**src/rtl/sync_glitch_filter.sv**
```systemverilog
// Single-channel input conditioner: two-flop synchroniser followed by a
// stability counter. The output only follows the synchronised input once
// the new level has been seen on FILTER_LEN consecutive clocks.
module sync_glitch_filter #(
    parameter int   FILTER_LEN = 8,
    parameter logic IDLE_LEVEL = 1'b1
) (
    input  logic clk,
    input  logic rst_n,
    input  logic din,
    output logic dout
);

    // Wide enough to hold FILTER_LEN; in practice it never exceeds FILTER_LEN-1.
    localparam int CNT_W = (FILTER_LEN + 1 > 2) ? $clog2(FILTER_LEN + 1) : 1;
    localparam logic [CNT_W-1:0] CNT_LAST = CNT_W'(FILTER_LEN - 1);
    localparam logic [CNT_W-1:0] CNT_ONE  = CNT_W'(1);

    logic             s1_q, s1_d;
    logic             s2_q, s2_d;
    logic             out_q, out_d;
    logic [CNT_W-1:0] cnt_q, cnt_d;

    // Next-state: shift the synchroniser, count stable clocks of a new level.
    always_comb begin
        s1_d  = din;
        s2_d  = s1_q;
        out_d = out_q;
        cnt_d = '0;
        if (s2_q != out_q) begin
            if (cnt_q == CNT_LAST) begin
                out_d = s2_q;
                cnt_d = '0;
            end else begin
                cnt_d = cnt_q + CNT_ONE;
            end
        end
    end

    // State registers; reset parks everything at the inactive sync level.
    always_ff @(posedge clk or negedge rst_n) begin
        if (!rst_n) begin
            s1_q  <= IDLE_LEVEL;
            s2_q  <= IDLE_LEVEL;
            out_q <= IDLE_LEVEL;
            cnt_q <= '0;
        end else begin
            s1_q  <= s1_d;
            s2_q  <= s2_d;
            out_q <= out_d;
            cnt_q <= cnt_d;
        end
    end

    assign dout = out_q;

endmodule

```
**src/rtl/sync_input_conditioner.sv**
```systemverilog
// Front end of the video format detector: produces a divided clock waveform
// from the system clock and cleans the raw vsync/hsync inputs.
module sync_input_conditioner #(
    parameter logic [27:0] DIVISOR    = 28'd2,
    parameter int          FILTER_LEN = 8,
    parameter logic        IDLE_LEVEL = 1'b1
) (
    input  logic clk_50mhz_in,
    input  logic rst_n_in,
    input  logic vsync_in,
    input  logic hsync_in,
    output logic clk_div_out,
    output logic vsync_out,
    output logic hsync_out
);

    localparam logic [27:0] DIV_LAST = DIVISOR - 28'd1;
    localparam logic [27:0] DIV_HALF = DIVISOR >> 1;

    logic [27:0] div_cnt_q, div_cnt_d;
    logic        clk_div_q, clk_div_d;

    // Divider next-state: the waveform is judged on the pre-update count so
    // the first edge after reset already drives it high.
    always_comb begin
        clk_div_d = (div_cnt_q < DIV_HALF);
        if (div_cnt_q == DIV_LAST) begin
            div_cnt_d = '0;
        end else begin
            div_cnt_d = div_cnt_q + 28'd1;
        end
    end

    // Divider registers; the output comes straight from a flop, so no glitches.
    always_ff @(posedge clk_50mhz_in or negedge rst_n_in) begin
        if (!rst_n_in) begin
            div_cnt_q <= '0;
            clk_div_q <= 1'b0;
        end else begin
            div_cnt_q <= div_cnt_d;
            clk_div_q <= clk_div_d;
        end
    end

    assign clk_div_out = clk_div_q;

    // Channel 1 is vsync, channel 0 is hsync; both use identical filters.
    logic [1:0] raw_in;
    logic [1:0] clean_out;

    assign raw_in = {vsync_in, hsync_in};

    generate
        for (genvar gi = 0; gi < 2; gi++) begin : g_chan
            sync_glitch_filter #(
                .FILTER_LEN (FILTER_LEN),
                .IDLE_LEVEL (IDLE_LEVEL)
            ) u_filter (
                .clk   (clk_50mhz_in),
                .rst_n (rst_n_in),
                .din   (raw_in[gi]),
                .dout  (clean_out[gi])
            );
        end
    endgenerate

    assign vsync_out = clean_out[1];
    assign hsync_out = clean_out[0];

endmodule

```
**config.mk**
```make
export PLATFORM = sky130hd
export DESIGN_NAME = sync_input_conditioner
export DESIGN_NICKNAME = d
export VERILOG_FILES = /design/src/rtl/sync_glitch_filter.sv /design/src/rtl/sync_input_conditioner.sv
export SDC_FILE = /design/constraint.sdc
export NUM_CORES = 1
export LEC_CHECK = 0
export ABC_CLOCK_PERIOD_IN_PS = 1750
export CAP_MARGIN = 40
export CORE_ASPECT_RATIO = 1.2
export CORE_UTILIZATION = 40
export CTS_CLUSTER_DIAMETER = 30
export CTS_CLUSTER_SIZE = 25
export DETAILED_ROUTE_END_ITERATION = 8
export PLACE_DENSITY = 0.63
export SYNTH_ARGS = -nofsm -noshare
export SYNTH_HDL_FRONTEND = slang
export SYNTH_SLANG_ARGS = --single-unit
export TNS_END_PERCENT = 20
```
**constraint.sdc**
```tcl
create_clock -name clk_50mhz_in -period 1.75 [get_ports clk_50mhz_in]
set_input_delay 0.35 -clock clk_50mhz_in [delete_from_list [all_inputs] [get_ports clk_50mhz_in]]
set_output_delay 0.35 -clock clk_50mhz_in [all_outputs]
set_load 0.03 [all_outputs]
```
==> impl_metrics.json, run 1 <==
{
  "outcome": "complete, no violations",
  "routedWlPerCell_um": 12.8,
  "finalSetupViolations": 0,
  "cts-root-buf": "clkbuf_8",
  "slew-limit-headroom": 0.659,
  "worstSetupEndpointType": "primary output",
  "crit_path_max_fanout": 1,
  "num_rows": 27,
  "die-height_um": 77.4,
  "synth_cell_types": 24,
  "p_int_mw": 1.48,
  "dp_cells": 228,
  "ant_nets": 0,
  "synthCells": 162,
  "r2r_setup_slack_ns": 0.18,
  "worst_slew_pin_slew_ns": 0.511,
  "finalNonFillerCells": 237,
  "p_leak_nw": 1.01,
  "antenna_found_initial": 0,
  "swShare": 0.269,
  "placedInstanceArea_sq_mm": 0.00204,
  "num_vias": 1193,
  "comb_power_share": 0.121,
  "gp_congestion": 0.801,
  "critPathBufInv": 1,
  "period_needed_ns": 1.63,
  "grt_pass1_vias": 1227,
  "postLayoutCoreUtil": 0.469,
  "drv_cap": 0,
  "ys_seq_area_frac": 0.572,
  "crit_family": "buffers and inverters",
  "switching_power_mw": 0.545,
  "crit_type": "flip-flop to primary output",
  "totalWireLength_mm": 3.04,
  "via_per_inst": 5.03,
  "reg2reg_depth": 4,
  "cts_max_level": 2,
  "fin_tns_setup_ns": 0,
  "area_growth_syn_to_layout_pct": 12.9,
  "crit_chain": "clkdlybuf4s50_1",
  "final_area_sq_mm": 0.00214,
  "cts_hold_buf": 0,
  "ir_drop_mv": 0.501,
  "synth_area_per_cell_sq_um": 11.7,
  "antennaDiodeCount": 0,
  "dpl.hpwl_mm": 2.19,
  "grt_overflow": 0,
  "p_per_area_mw_per_mm2": 948,
  "drc": 0,
  "clk_path_buf_depth": 2,
  "worstPathArrival_ns": 1.28,
  "cts_tree": "built",
  "drive_gt1_frac": 0.140,
  "start_kind": "flip-flop",
  "drt_pass1_iterations": 4,
  "clock-sinks": 43,
  "regArea_sq_mm": 0.00108,
  "netlist_area_sq_mm": 0.00190,
  "die_area_sq_mm": 0.00502,
  "max_freq_mhz": 613,
  "nets": 187,
  "synth-seq-cells": 43,
  "rsz0062_at_grt": "false",
  "core-area_sq_mm": 0.00456,
  "async_flop_share": 1.00,
  "yosys_warnings": 0,
  "slowest_delay_ns": 0.66,
  "clkLatencyLatePin_ns": 0.30,
  "syn_nets": 171,
  "drtIter0Drc": 36,
  "worstPathRequired_ns": 1.40,
  "p_seq_frac": 0.567,
  "grt_usage": 0.147,
  "pwr-share-clk": 0.312,
  "finalHoldViolCount": 0,
  "r2r-start": "div_cnt_q[7]",
  "n_fill_cell": 439,
  "period_share": 0.932,
  "grt_pass1_wl_mm": 5.51,
  "rr_endpoint": "div_cnt_q[18]",
  "skew_ns": 0.00876,
  "io_pins": 7,
  "critPathSlowestCell": "clkdlybuf4s50_1",
  "die_w_um": 64.8,
  "synth_edf_count": 0,
  "hold_class": "input pin to async pin",
  "clk_pin_slew_worst_paths_ns": 0.09,
  "port_buffers": 6,
  "grt_max_degree": 44,
  "numCtsBuffers": 5,
  "drv_slew": 0,
  "synth_ff_type": "dfrtp_1",
  "start_util": 0.416,
  "multi_input_area_sq_um": 793
}
==> layout make-up <==
| type | instances | area share |
|---|---|---|
| clock buffer | 5 | 0.0321 |
| timing repair buffer | 10 | 0.0386 |
| tap | 58 | 0.0339 |
| sequential | 43 | 0.506 |
| multi-input combinational | 114 | 0.371 |
| clock inverter | 3 | 0.0117 |
| inverter | 4 | 0.00701 |
==> timing repair <==
action,4_1_cts,5_1_grt
pin swaps,0,1
resized for setup,2,0
setup endpoints to repair,2,3
endpoints found under the hold margin,0,0
setup buffers,0,1
==> layer usage <==
layer  part of all wire  vias to the layer above  global-route usage
met5                  0                        -                   0
met4              0.028                        0              0.0756
met3              0.029                        7              0.0456
met2               0.51                       10               0.238
met1               0.43                      587               0.172
li1                   -                      589                   -
==> flip-flops by register name, summed over array words and instances (netlist names) <==
signal and cells:
div_cnt_q 28, g_chan.u_filter.cnt_q 8, g_chan.u_filter.dout 2, g_chan.u_filter.s1_q 2, g_chan.u_filter.s2_q 2, clk_div_out 1
==> kinds of logic after synthesis <==
kind of cell | Yosys count | synth area share
and+or+nand+nor | 75 | 0.230
DFF | 43 | 0.572
xor gates and xnor gates | 30 | 0.139
buffers and inverters | 5 | 0.00990
adders and majority gates | 5 | 0.0330
AOI/OAI and AO/OA | 2 | 0.00528
muxes | 2 | 0.0119
==> cells in the mapped netlist, types with 3 or more instances <==
cell,n,area share
and3_1,3,0.0099
dfrtp_1,37,0.49
dfstp_2,6,0.083
ha_1,5,0.033
inv_1,4,0.0079
nand2_1,12,0.024
nand3_1,12,0.032
nand4_1,8,0.026
nor2_1,15,0.030
nor2b_1,3,0.0099
nor3_1,7,0.018
nor4_1,6,0.020
xnor2_1,24,0.11
xor2_1,6,0.028
==> stage by stage <==
stage | worst slack, ns | total power, mW | hold slack, ns
5_1_grt | 0.0154 | 2.14 | 0.141
3_3_place_gp | 0.205 | 1.41 | 0.347
4_1_cts | 0.108 | 2.06 | 0.120
3_5_place_dp | 0.141 | 1.43 | 0.347
6_report | 0.119 | 2.03 | 0.0978
2_1_floorplan | 0.292 | 1.33 | 0.0544
==> cells in the final DEF (no fill, tap or decap) <==
cell type         n
nand3_1          12
dfrtp_1          37
buf_2             1
a21oi_1           2
clkinv_4          2
clkdlybuf4s50_1   3
dfstp_2           6
nor2_1           15
nand4_2           1
dlygate4sd2_1     2
clkinvlp_4        1
mux2_2            2
ha_1              5
nor4_4            2
nor3_1            7
and2b_1           1
nand4_4           1
or2_1             1
xnor2_1          24
nand2_1          12
nor4_1            6
inv_1             4
clkbuf_8          5
xor2_1            6
and2_1            1
and3_1            3
nor2b_1           3
nand4_1           8
and4_1            2
buf_4             4
==> worst max path at each step <==
stage	end	startpoint	depth (start not counted)
after floorplan	div_cnt_q[24]	div_cnt_q[0]	5
after global placement	div_cnt_q[25]	div_cnt_q[7]	4
after detailed placement	div_cnt_q[25]	div_cnt_q[7]	4
after CTS	clk_div_out	clk_div_out	1
after global routing	div_cnt_q[26]	div_cnt_q[2]	4
final	clk_div_out	clk_div_out	1
==> power groups by stage <==
stage	logic (mW)	registers (mW)	clock network (mW)
floorplan	0.132	1.20	0
global placement	0.250	1.16	0
detailed placement	0.264	1.17	0
CTS	0.253	1.15	0.658
global route	0.271	1.16	0.711
finish	0.246	1.15	0.633
(Power assumes the default switching activity.)
==> inputs of run 2 (changes only) <==
--- a/config.mk
+++ b/config.mk
@@ -12,6 +12,7 @@
 export CTS_CLUSTER_DIAMETER = 30
 export CTS_CLUSTER_SIZE = 25
 export DETAILED_ROUTE_END_ITERATION = 8
+export HOLD_SLACK_MARGIN = 0.12
 export PLACE_DENSITY = 0.63
 export SYNTH_ARGS = -nofsm -noshare
 export SYNTH_HDL_FRONTEND = slang
==> results of run 2 <==
No change in the layout: final DEF, timing and power equal those of run 1.
